==> src/rtl/serial_sub_pkg.sv <==
// Shared types and constants for the bit-serial subtractor.
// The state encoding, default operand width and counter sizing live here
// so that the top and any wrapper agree on them.
package serial_sub_pkg;

    // Control states: wait for operands, process one bit per cycle, hold result
    typedef enum logic [1:0] {
        IDLE  = 2'd0,
        SHIFT = 2'd1,
        DONE  = 2'd2
    } state_t;

    localparam int DEFAULT_WIDTH = 4;

    // Bit counter width; never narrower than one bit
    function automatic int cnt_width(input int width);
        return (width > 1) ? $clog2(width) : 1;
    endfunction

endpackage

==> src/rtl/full_subtractor_1bit.sv <==
// One-bit full subtractor cell: d = a - b - bin, with borrow-out.
// Purely combinational; the serial datapath reuses this single cell
// every cycle instead of building a ripple chain.
module full_subtractor_1bit (
    input  logic a,
    input  logic b,
    input  logic bin,
    output logic d,
    output logic bout
);

    // Difference bit and borrow generation for one bit position
    always_comb begin
        d    = a ^ b ^ bin;
        bout = (~a & b) | (~(a ^ b) & bin);
    end

endmodule

==> src/rtl/serial_subtractor_4bit.sv <==
// Bit-serial subtractor: d = a - b - bin over WIDTH clock cycles.
// Operands are accepted through a valid/ready handshake, shifted LSB-first
// through a single full_subtractor_1bit cell, and the result is held behind
// an output valid/ready handshake. One job in flight at a time.
// Optional feature: define SUB_OVF_EN to add the signed-overflow output ovf.
module serial_subtractor_4bit
    import serial_sub_pkg::*;
#(
    parameter int WIDTH = DEFAULT_WIDTH
) (
    input  logic             clk,
    input  logic             rst_n,
    input  logic             in_valid,
    output logic             in_ready,
    input  logic [WIDTH-1:0] a,
    input  logic [WIDTH-1:0] b,
    input  logic             bin,
    output logic             out_valid,
    input  logic             out_ready,
    output logic [WIDTH-1:0] d,
    output logic             bout
`ifdef SUB_OVF_EN
    ,
    output logic             ovf
`endif
);

    localparam int CNT_W = cnt_width(WIDTH);
    localparam logic [CNT_W-1:0] LAST_BIT = CNT_W'(WIDTH - 1);

    state_t           state_q, state_d;
    logic [WIDTH-1:0] a_q, a_d;
    logic [WIDTH-1:0] b_q, b_d;
    logic [WIDTH-1:0] res_q, res_d;
    logic             br_q, br_d;
    logic [CNT_W-1:0] cnt_q, cnt_d;
`ifdef SUB_OVF_EN
    logic             a_msb_q, a_msb_d;
    logic             ovf_q, ovf_d;
`endif

    logic cell_d;
    logic cell_bout;

    full_subtractor_1bit u_cell (
        .a    (a_q[0]),
        .b    (b_q[0]),
        .bin  (br_q),
        .d    (cell_d),
        .bout (cell_bout)
    );

    // Next-state and datapath update for accept, per-bit shift and result hold
    always_comb begin
        state_d = state_q;
        a_d     = a_q;
        b_d     = b_q;
        res_d   = res_q;
        br_d    = br_q;
        cnt_d   = cnt_q;
`ifdef SUB_OVF_EN
        a_msb_d = a_msb_q;
        ovf_d   = ovf_q;
`endif
        case (state_q)
            IDLE: begin
                if (in_valid) begin
                    a_d     = a;
                    b_d     = b;
                    br_d    = bin;
                    cnt_d   = '0;
                    state_d = SHIFT;
`ifdef SUB_OVF_EN
                    a_msb_d = a[WIDTH-1];
                    ovf_d   = 1'b0;
`endif
                end
            end
            SHIFT: begin
                // New difference bit enters at the MSB so the LSB-first
                // sequence lands in natural order after WIDTH shifts
                res_d = {cell_d, res_q[WIDTH-1:1]};
                a_d   = {1'b0, a_q[WIDTH-1:1]};
                b_d   = {1'b0, b_q[WIDTH-1:1]};
                br_d  = cell_bout;
                if (cnt_q == LAST_BIT) begin
                    cnt_d   = '0;
                    state_d = DONE;
`ifdef SUB_OVF_EN
                    // On the last bit the shift LSB of b is its original MSB
                    ovf_d = (a_msb_q != b_q[0]) && (cell_d != a_msb_q);
`endif
                end else begin
                    cnt_d = cnt_q + 1'b1;
                end
            end
            DONE: begin
                if (out_ready) begin
                    state_d = IDLE;
`ifdef SUB_OVF_EN
                    ovf_d   = 1'b0;
`endif
                end
            end
            default: begin
                state_d = IDLE;
            end
        endcase
    end

    // State and datapath registers; reset discards any in-flight job
    always_ff @(posedge clk or negedge rst_n) begin
        if (!rst_n) begin
            state_q <= IDLE;
            a_q     <= '0;
            b_q     <= '0;
            res_q   <= '0;
            br_q    <= 1'b0;
            cnt_q   <= '0;
        end else begin
            state_q <= state_d;
            a_q     <= a_d;
            b_q     <= b_d;
            res_q   <= res_d;
            br_q    <= br_d;
            cnt_q   <= cnt_d;
        end
    end

`ifdef SUB_OVF_EN
    // Overflow capture: accepted minuend MSB and the registered flag
    always_ff @(posedge clk or negedge rst_n) begin
        if (!rst_n) begin
            a_msb_q <= 1'b0;
            ovf_q   <= 1'b0;
        end else begin
            a_msb_q <= a_msb_d;
            ovf_q   <= ovf_d;
        end
    end
`endif

    // Outputs are decoded from registers only
    always_comb begin
        in_ready  = (state_q == IDLE);
        out_valid = (state_q == DONE);
        d         = res_q;
        bout      = br_q;
`ifdef SUB_OVF_EN
        ovf       = ovf_q;
`endif
    end

endmodule

==> config.mk <==
export PLATFORM = sky130hd
export DESIGN_NAME = serial_subtractor_4bit
export DESIGN_NICKNAME = d
export VERILOG_FILES = /design/src/rtl/serial_sub_pkg.sv /design/src/rtl/full_subtractor_1bit.sv /design/src/rtl/serial_subtractor_4bit.sv
export SDC_FILE = /design/constraint.sdc
export NUM_CORES = 1
export LEC_CHECK = 0
export CELL_PAD_IN_SITES_DETAIL_PLACEMENT = 1
export CELL_PAD_IN_SITES_GLOBAL_PLACEMENT = 1
export CORE_MARGIN = 10
export CORE_UTILIZATION = 36
export DETAILED_ROUTE_END_ITERATION = 8
export GPL_TIMING_DRIVEN = 1
export PLACE_DENSITY_LB_ADDON = 0.15
export SLEW_MARGIN = 0
export SYNTH_ARGS = -nofsm -noshare
export SYNTH_HDL_FRONTEND = slang
export SYNTH_HIERARCHICAL = 1
export SYNTH_SLANG_ARGS = --single-unit
==> constraint.sdc <==
create_clock -name clk -period 1.3 [get_ports clk]
set_input_delay 0.325 -clock clk [delete_from_list [all_inputs] [get_ports clk]]
set_output_delay 0.325 -clock clk [all_outputs]
set_load 0.01 [all_outputs]
# After elaboration in Yosys (flattened, before gate mapping)

Index checks and enable logic that the tools add are counted.

Output and inout bits: 7
Register bits: 17
Input port bits: 13
Logic and storage cells: 37

Muxes and demuxes: 13
Reduce and logical (&&, ||, !) cells: 4
Bitwise logic cells: 7
Eq/ne operators: 6
Add/subtract/negate cells: 1

Operators by type and width:

| kind                | number |
|---|---|
| $pmux 4 s2          | 2 |
| $mux 2              | 5 |
| $mux 4              | 2 |
| $pmux 2 s3          | 1 |
| $eq 2x2->1 const B  | 2 |
| $ne 2x2->1 const B  | 2 |
| $pmux 2 s2          | 1 |
| $reduce_and 3->1    | 1 |
| $add 2x1->2 const B | 1 |
| $and 1x1->1         | 2 |
| $eq 2x1->1 const B  | 1 |
| $logic_not 2->1     | 1 |
| $ne 2x1->1 const B  | 1 |
| $not 1->1           | 2 |
| $pmux 1 s2          | 1 |
| $reduce_and 2->1    | 1 |
| $reduce_bool 2->1   | 1 |
| $xor 1x1->1         | 2 |
| $mux 1              | 1 |
| $or 1x1->1          | 1 |

# Longest topological paths before layout

Word-level depth: 5
Gate-level depth with buffers: 5
Gate-level depth less buffers: 5

# Modules after synthesis

Netlist, hierarchy kept.

Modules (own cells, without submodules):

| module                 | cells an instance | area an instance (um^2) | seq. area each (um^2) | instances |
|---|---|---|---|---|
| serial_subtractor_4bit | 71                | 767.0                   | 425.4                 | 1 |
| full_subtractor_1bit   | 4                 | 31.3                    | 0.0                   | 1 |

# Worst setup path before layout

No wires, ideal clock.

Kind: register to register
From: reg br_q (netlist: bout)
To: reg res_q[3] (netlist: d[3])
Path buffers: 0
Period minus slack after synthesis: 1258 ps
Stages on the path, launching flop included: 4
Data required time: 1175 ps
Path slack: 42 ps
Setup time: 125 ps
Arrival time: 1133 ps
Cells stage by stage: dfrtp_1 > inv_1 > fa_1 > mux2_2

Word-level cells in the longest chain between the ends: 1

RTL lines:

| what                   | line                          | source |
|---|---|---|
| from (decl)            | serial_subtractor_4bit.sv:35  | `logic br_q, br_d;` |
| from (signal assigned) | serial_subtractor_4bit.sv:125 | `br_q <= br_d;` |
| $xor 1x1->1            | full_subtractor_1bit.sv:14    | `d = a ^ b ^ bin;` |
| named net cell_d       | serial_subtractor_4bit.sv:42  | `logic cell_d;` |
| to (signal assigned)   | serial_subtractor_4bit.sv:124 | `res_q <= res_d;` |
| to (decl)              | serial_subtractor_4bit.sv:34  | `logic [WIDTH-1:0] res_q, res_d;` |

The timed path passes the listed nets, and every way through them passes these cells.
A chain may end at the register's enable or synchronous reset.

# Final worst setup path

From: reg state_q[1]
To: out out_valid

Word-level cells in the longest chain between the ends: 1

RTL lines:

| what                   | line                          | source |
|---|---|---|
| from (decl)            | serial_subtractor_4bit.sv:31  | `state_t state_q, state_d;` |
| from (signal assigned) | serial_subtractor_4bit.sv:121 | `state_q <= state_d;` |
| $eq 2x2->1             | serial_subtractor_4bit.sv:146 | `out_valid = (state_q == DONE);` |
| to (decl)              | serial_subtractor_4bit.sv:18  | `output logic out_valid,` |

No other way between the ends.

==> results.json <==
{
  "fin_crit_sh_pct": 100.1,
  "internal-power_mw": 1.764,
  "cpMaxStageDelayCell": "dfrtp_1",
  "slew-limit-headroom_pct": 84.65,
  "peakVddDrop_mv": 1.389,
  "drt-total-wl_mm": 2.207,
  "gp_congestion": 0.7059,
  "io_buffers": 19,
  "grt_util_all_layers_pct": 10.15,
  "layout_setup_ws_ns": -0.0008772,
  "yosysTopAreaCellShare_pct": 53.29,
  "die_width_um": 67.09,
  "worst_pin_slew_ns": 0.2303,
  "hold_viol": 0,
  "synthArstFlopShare_pct": 100.0,
  "post_synth_inst_count": 75,
  "grt_pass1_wl_mm": 3.594,
  "cts.sinks": 17,
  "timing.fmax_mhz": 768.7,
  "synth_commonest_cells": "dfrtp_1 (17), o22ai_1 (14), a21oi_1 (7), inv_1 (7), o21ai_0 (7)",
  "n_antenna_cell": 0,
  "vias_per_cell": 5.162,
  "ff2ff_path_depth": 4,
  "synth_area_um2": 798.3,
  "synthMuxAreaShare_pct": 6.897,
  "yosysMostFrequentCell": "dfrtp_1",
  "p_seq_share_pct": 33.9,
  "rsz0062_at_grt": "yes",
  "whs_ns": 0.3535,
  "vias": 702,
  "cp.required_ns": 0.98,
  "synth_edf_count": 0,
  "busiest_layer": "met2",
  "hold_path_class": "primary input to asynchronous set/reset pin",
  "drv_slew": 0,
  "drc": 0,
  "grt_antenna_before_repair": 0,
  "synth.ff_latch_count": 17,
  "final.fill_count": 240,
  "fp.dieH_um": 67.09,
  "met1_usage_pct": 12.36,
  "regArea_um2": 425.4,
  "synthXorXnorAreaFrac_pct": 0,
  "syn_to_final_growth_pct": 44.36,
  "grt_max_degree": 18,
  "powerDensity_nw_per_um2": 2466,
  "power.leakage_nw": 0.5216,
  "ys_seq_area_share_pct": 53.29,
  "p_clk_share_pct": 10.1,
  "wire_per_inst_um": 16.23,
  "ys_warn_count": 6,
  "initial_utilization_pct": 39.09,
  "final_net_count": 125,
  "arrival_ns": 0.98,
  "yosys.area_share.simple_pct": 6.113,
  "synth_top_flop_cell": "dfrtp_1",
  "synth_fp_nets": 90,
  "multi_input_area_um2": 346.6,
  "dp_slack_ns": -0.1662,
  "crit_chain": "inv_2 -> nor2_4 -> buf_6",
  "rows": 16,
  "r2r_start": "state_q[0]$_DFFE_PN0P_",
  "critical-path-top-delay-family": "flip-flops",
  "dp_hpwl_mm": 1.433,
  "skew_ns": 0.008184,
  "met3_usage_pct": 4.013,
  "p_sw_mw": 1.078,
  "drt_iter0_markers": 15,
  "drtPass1Iterations": 2,
  "critPathKind": "flop to primary output",
  "r2r_end": "d[3]$_DFFE_PN0N_",
  "synthTopCellsByArea": "dfrtp_1 (53%), o22ai_1 (11%), mux2_2 (5.6%)",
  "drive_gt1_share_pct": 29.36,
  "min_period_ns": 1.301,
  "cp.depth": 3,
  "status": "finished with violations",
  "violations": "setup timing",
  "cts_tree": "built",
  "netSwitchingFraction_pct": 37.93,
  "htree_levels": 1,
  "use_met2_pct": 16.35,
  "grt_pass1_vias": 750,
  "root_buffer": "clkbuf_4",
  "synthAdderAreaFrac_pct": 4.075,
  "dieArea_um2": 4501,
  "critPathLaunchType": "flop",
  "overflow": 0,
  "r2r_slack_ns": 0.01,
  "path_buf_inv": 2,
  "clock_latency_ns": 0.29,
  "ioPinCount": 20,
  "synth_top_family_by_area": "compound AO/OA/AOI/OAI gates",
  "synth_compound_area_share_pct": 21.79,
  "avgSynthCellArea_um2": 10.64,
  "max_cap_viol_count": 0,
  "cpPeakStageDelay_ns": 0.39,
  "crit_fanout": 3,
  "setup_viol_count_final": 1,
  "worstSetupEndpointType": "primary output",
  "yosysTopAreaCell": "dfrtp_1",
  "pwr-share-comb_pct": 55.9,
  "cts_made_buffers": 3,
  "yosys.cell_types.count": 20,
  "utilization_pct": 56.43,
  "clockBufferDepth": 2,
  "core-area_um2": 2042,
  "ant_nets": 0,
  "clkTransAtPathRegs_ns": 0.10,
  "fin_tns_setup_ns": -0.0008772
}
state kept, by name (all words and copies together), names as in the netlist:
signal   flops
a_q          4
b_q          4
d            4
cnt_q        2
state_q      2
bout         1
worst max-delay path by stage:
stage | slack, ns | startpoint | to
after floorplan | 0.04 | bout$_DFFE_PN0P_ | d[3]$_DFFE_PN0N_
after global placement | -0.13 | in_valid | bout$_DFFE_PN0P_
after detailed placement | -0.17 | in_valid | a_q[0]$_DFFE_PN0P_
after CTS | -0.15 | state_q[1]$_DFFE_PN0P_ | out_valid
after global routing | -0.06 | state_q[1]$_DFFE_PN0P_ | out_valid
final | -0.0009 | state_q[1]$_DFFE_PN0P_ | out_valid
placed cells by master, fill, tap and decap left out, types with 3 or more instances in the layout:
cell	count
clkbuf_4	3
clkdlybuf4s50_1	12
clkdlybuf4s15_1	4
a21oi_1	7
inv_1	5
mux2_4	4
o22ai_1	14
inv_2	3
dfrtp_1	17
o21ai_0	7
buf_4	13
final cells by class:
cell class | count | area share, %
well taps | 27 | 2.932
flip-flops and latches | 17 | 36.92
repair buffers | 33 | 25.19
multi-input cells | 47 | 30.08
clock buffers | 4 | 2.280
inverters | 8 | 2.606
routing by layer:
metal | routed length [um] | vias up
met5 | 0 | -
met4 | 8 | 0
met3 | 126 | 2
met2 | 1100 | 17
met1 | 971 | 344
li1 | - | 339
power by group through the flow:
stage                     Sequential, mW  Combinational [mW]  Clock (mW)
after floorplan                    0.999               0.791           0
after global placement             0.970                1.24           0
after detailed placement           0.976                1.28           0
after CTS                          0.955                1.41       0.294
after global routing                1.01                1.78       0.321
final                              0.964                1.59       0.288
kinds of logic after synthesis:
family	count (synthesis)
AO/OA/AOI/OAI	30
adder cells (fa/ha/maj)	2
buffers and inverters	12
flip-flops	17
multiplexers	5
AND/OR/NAND/NOR	9
metrics by stage:
stage,power (mW),area [um^2],std cells
final,2.841,1152,136
after global routing,3.103,1152,136
after CTS,2.659,1097,131
after detailed placement,2.260,1035,123
after global placement,2.213,1035,123
after floorplan,1.790,798.3,75
timing repair:
item | in CTS | in global routing
hold endpoints to repair | 0 | 0
buffers inserted | 4 | 4
gates resized for setup | 17 | 14
gates cloned | 0 | 1
endpoints found under the setup margin | 7 | 12
hold buffers | 0 | 0
pin swaps | 0 | 2
Note: power is estimated with default switching activity, not from simulation.
